**src/rtl/fpu_mult_seq.sv**
```systemverilog
// Sequencer for the FP multiply path. It drives the shared mantissa multiplier,
// loads the normaliser, and holds the result until the consumer takes it.
// Optional macro FPU_MULT_SEQ_BYPASS_EN lets zero/inf/NaN operands skip the multiply.
module fpu_mult_seq #(
    parameter int MULT_LAT = 2,
    parameter int NORM_MAX = 48
) (
    input  logic        clk,
    input  logic        rst,
    input  logic        in_valid,
    output logic        in_ready,
    input  logic [31:0] in_opa,
    input  logic [31:0] in_opb,
    input  logic        flush,
    output logic [23:0] mul_a,
    output logic [23:0] mul_b,
    output logic        mul_start,
    output logic [31:0] fpu_opa,
    output logic [31:0] fpu_opb,
    output logic        new_input,
    input  logic        fpu_mult_busy,
    input  logic [34:0] fpu_out,
    output logic        out_valid,
    input  logic        out_ready,
    output logic [34:0] res,
    output logic        res_timeout
);

    localparam int CNT_MAX = (NORM_MAX > MULT_LAT) ? NORM_MAX : MULT_LAT;
    localparam int CW = $clog2(CNT_MAX + 1);
    localparam logic [CW-1:0] MUL_LAST  = CW'(MULT_LAT - 1);
    // The timeout fires after NORM_MAX busy samples, on the next NORM sample.
    localparam logic [CW-1:0] NORM_LAST = CW'(NORM_MAX);

    localparam logic [2:0] S_IDLE = 3'd0;
    localparam logic [2:0] S_MUL  = 3'd1;
    localparam logic [2:0] S_LOAD = 3'd2;
    localparam logic [2:0] S_NORM = 3'd3;
    localparam logic [2:0] S_DONE = 3'd4;
`ifdef FPU_MULT_SEQ_BYPASS_EN
    localparam logic [2:0] S_CAPT = 3'd5;

    function automatic logic is_special(input logic [31:0] op);
        return ((op[30:23] == 8'h00) && (op[22:0] == 23'h0)) || (op[30:23] == 8'hFF);
    endfunction
`endif

    logic [2:0]    state;
    logic [CW-1:0] cnt;

    always_ff @(posedge clk or posedge rst) begin
        if (rst) begin
            state       <= S_IDLE;
            cnt         <= '0;
            mul_a       <= '0;
            mul_b       <= '0;
            fpu_opa     <= '0;
            fpu_opb     <= '0;
            res         <= '0;
            res_timeout <= 1'b0;
        end else begin
            case (state)
                S_IDLE: begin
                    if (in_valid) begin
                        fpu_opa <= in_opa;
                        fpu_opb <= in_opb;
                        mul_a   <= {|in_opa[30:23], in_opa[22:0]};
                        mul_b   <= {|in_opb[30:23], in_opb[22:0]};
                        cnt     <= '0;
`ifdef FPU_MULT_SEQ_BYPASS_EN
                        state   <= (is_special(in_opa) || is_special(in_opb)) ? S_CAPT : S_MUL;
`else
                        state   <= S_MUL;
`endif
                    end
                end
                S_MUL: begin
                    if (flush) begin
                        state <= S_IDLE;
                    end else if (cnt == MUL_LAST) begin
                        state <= S_LOAD;
                        cnt   <= '0;
                    end else begin
                        cnt <= cnt + CW'(1);
                    end
                end
                // Busy is not looked at here: the normaliser is only now being loaded.
                S_LOAD: begin
                    state <= flush ? S_IDLE : S_NORM;
                    cnt   <= '0;
                end
                S_NORM: begin
                    if (flush) begin
                        state <= S_IDLE;
                    end else if (!fpu_mult_busy) begin
                        res         <= fpu_out;
                        res_timeout <= 1'b0;
                        state       <= S_DONE;
                    end else if (cnt == NORM_LAST) begin
                        res         <= fpu_out;
                        res_timeout <= 1'b1;
                        state       <= S_DONE;
                    end else begin
                        cnt <= cnt + CW'(1);
                    end
                end
`ifdef FPU_MULT_SEQ_BYPASS_EN
                S_CAPT: begin
                    if (flush) begin
                        state <= S_IDLE;
                    end else begin
                        res         <= fpu_out;
                        res_timeout <= 1'b0;
                        state       <= S_DONE;
                    end
                end
`endif
                S_DONE: begin
                    if (out_ready || flush) state <= S_IDLE;
                end
                default: state <= S_IDLE;
            endcase
        end
    end

    assign in_ready  = (state == S_IDLE);
    assign mul_start = (state == S_MUL) && (cnt == '0);
    assign new_input = (state == S_LOAD);
    assign out_valid = (state == S_DONE);

endmodule

```
**config.mk**
```make
export PLATFORM = sky130hd
export DESIGN_NAME = fpu_mult_seq
export DESIGN_NICKNAME = d
export VERILOG_FILES = /design/src/rtl/fpu_mult_seq.sv
export SDC_FILE = /design/constraint.sdc
export NUM_CORES = 1
export LEC_CHECK = 0
export BUFFER_PORTS_ARGS = -buffer_cell sky130_fd_sc_hd__buf_2
export CAP_MARGIN = 10
export CORE_MARGIN = 2
export CORE_UTILIZATION = 49
export DETAILED_ROUTE_END_ITERATION = 8
export PLACE_DENSITY = 0.86
export SKIP_CTS_REPAIR_TIMING = 1
export SLEW_MARGIN = 10
export SYNTH_ARGS = -nofsm -noshare
export SYNTH_HDL_FRONTEND = slang
export SYNTH_SLANG_ARGS = --single-unit
```
**constraint.sdc**
```tcl
create_clock -name clk -period 10.3 [get_ports clk]
set_clock_uncertainty 0.1 [all_clocks]
set_input_delay 1.545 -clock clk [delete_from_list [all_inputs] [get_ports clk]]
set_output_delay 1.545 -clock clk [all_outputs]
set_load 0.05 [all_outputs]
```
==> out/results.env <==
CRITICAL_PATH.SLOWEST_CELL='dfrtp_1'
MAX_FREQ_MHz=285
AVGVIACOUNTPERCELL=4.85
LIBRARY_CELL_WITH_THE_HIGHEST_INSTANCE_COUNT_AFTER_SYNTHESIS='dfrtp_1'
RR_STARTPOINT='state[1]'
CTS_TREE='done'
MAXIMUM_CLOCK_PATH_BUFFER_COUNT=2
YOSYSSEQAREASHARE_PCT=55.7
R2R-END='mul_b[17]'
SYN_INST=341
AREAGROWTHSYNTHTOFINISH_PCT=23.6
DRT_FIRST_PASS_ITERS=4
CORE_REGION_AREA_MM2=0.00982
INITIAL_UTIL_PCT=50.8
REG2REG_SLACK_NS=8.00
RESIDUAL_ANTENNA_VIOLATING_NET_COUNT_AFTER_DETAILED_ROUTING=0
NUM_ROWS=36
SYNTH_COMMON_CELLS='dfrtp_1, mux2_2, buf_4'
RATIO_OF_FINAL_MINIMUM_PERIOD_TO_CLOCK_PERIOD_PCT=34.0
FINALSETUPVIOLATIONS=0
CTSROOTBUFFERMASTER='clkbuf_8'
DRC_ERRORS=0
GRT_OVERFLOW_TOTAL=0
SYNTHTOPCELLSBYAREA='dfrtp_1, mux2_2, mux2_4'
GPL.FINAL_WEIGHTED_CONGESTION=0.815
WORST_SETUP_SP_TYPE='flip-flop'
WORSTPATHMAXFANOUT=5
BOUNDARYPINS=257
MAXCAPVIOLATIONS=0
STATUS='finished clean'
DIODES_INSERTED=0
FP.DIEW_UM=105
MIN_FROM='fpu_opa[23]'
GRT_MAX_DEGREE=69
POST_SYNTH_INSTANCE_AREA_MM2=0.00499
SYNTH-EDFF-COUNT=0
PLACE.DETAILED.HPWL_UM=8500
CLOCK-SINKS=111
FULL_DIE_AREA_MM2=0.0110
YS_TYPES=37
MAX_SLEW.WORST_PIN.SLEW_NS=0.847
DRT_ITER0_MARKERS=132
CRITICAL_PATH.CELL_CHAIN='or2_4, or4_1, nor2_1, buf_2'
DRT-WIRELENGTH-PER-CELL_UM=16.2
ROUTED_WL_UM=11100
GR-USAGE-ALL-LAYERS_PCT=20.2
MIN_PERIOD_NS=3.51
DIE_H_UM=105
ANTENNA_VIOLATIONS_BEFORE_REPAIR=0
WHS_NS=0.408
SYNTH_SEQ_CELLS=111
FIN_TNS_SETUP_NS=0
FINAL_MAX_TRAN_VIOLS=0
RSZ0062_AT_GRT='no'
H_TREE_DEPTH_REPORTED_BY_CTS=3
SYNTH_TOP_CELL_BY_AREA='dfrtp_1'
FINAL_HOLD_VIOLATION_COUNT=0
PLACEMENT.IO_BUFFERS=256
WORSTPATHREQUIRED_NS=8.66
GRT_PASS1_WL_UM=17500
CRIT_PATH_START='cnt[2]'
AVGSYNTHCELLAREA_UM2=14.6
ASYNC_RESET_FF_SHARE_PCT=100
TIMING.HOLD.WORST_ENDPOINT='fpu_opa[23]'
GRT_PASS1_VIAS=3452
YS.FLOP_TYPE='dfrtp_1'
POST_ROUTE_CELLS_DRIVE_ABOVE_1_SHARE_PCT=69.5
TOTAL_NUMBER_OF_YOSYS_WARNINGS=0
MAX_SLEW_MARGIN_PCT=43.5
TIMING.HOLD.WORST_PATH_DEPTH=1
NUMBER_OF_BUFFERS_CREATED_BY_CTS=9
CP.ARRIVAL_NS=1.86
SYNTH_TOP_AREA_SHARE_PCT=55.7
CRITICAL_PATH.MAX_STAGE_DELAY_NS=0.43
WORST_SETUP_HOLD_PATH_CLK_SLEW_NS=0.10
HOLD_CLASS='flip-flop to flip-flop'
FINAL_NET_COUNT=657
WORSTREGTOREGCELLS=4
PATH_CLASS='flip-flop to output port'
SYN_NETS=449
CLKLATENCYLATEPIN_NS=0.36
DETAILED_ROUTE_VIA_COUNT=3332
WORST_SETUP_PATH_END_KIND='output port'
layer usage:
layer | part of all wire (%) | global-route usage, %
met2 | 53 | 35.5
met4 | 1.5 | 7.52
met1 | 39 | 24.4
met3 | 6.3 | 4.12
met5 | 0 | 0
sequential cells by signal (all words and copies together), names as in the netlist:
name,cells
cnt,6
fpu_opa,9
fpu_opb,9
mul_a,24
mul_b,24
res,35
res_timeout,1
state,3
area by class of cell:
cell class                 count  area [um2]
fill                         766        3660
sequential                   111        2780
multi-input combinational    165        1680
timing repair buffer         258        1300
tap                          133         166
clock buffer                   9         124
clock inverter                 7        97.6
inverter                       4        17.5
worst max-delay path, delay by kind of cell, from the launching register on:
kind          cells  cell delay (ns)
buf+inv           1             0.26
flops             1             0.43
simple gates      3             0.80
per-stage QoR:
stage               setup slack [ns]  cells  cell area (um2)  util [%]
finish                          6.79    687             6160      62.7
detailed placement              7.19    671             5940      60.5
floorplan                       5.72    341             4990         -
CTS                             6.77    687             6160      62.7
global placement                7.20    671             5940      60.5
global route                    6.73    687             6160      62.7
cell usage in the layout (no fill, tap or decap), types with 3 or more instances in the layout:
cell type and n:
buf_2 256, dfrtp_1 111, mux2_2 70, mux2_4 29, nand2_1 9, clkbuf_8 9, o21ai_0 6, nor2_1 6
nand3_1 5, o31ai_1 4, nor4_1 4, nor3_1 3, inv_1 3, ha_1 3
worst max path at each step:
stage,endpoint
2_1_floorplan,cnt[0]
3_3_place_gp,mul_start
3_5_place_dp,mul_b[18]
4_1_cts,mul_start
5_1_grt,mul_start
6_report,mul_start
cells by family after synthesis:
kind of cell	count (synthesis)	synth area share, %
buffers and inverters	65	10.6
DFF	111	55.7
adders and majority gates	3	0.753
AOI/OAI and AO/OA	20	3.09
and+or+nand+nor	43	5.32
muxes	99	24.5
Power is not shown: default switching activity piles up to over one toggle a cycle in this logic, so the estimate is an artifact.
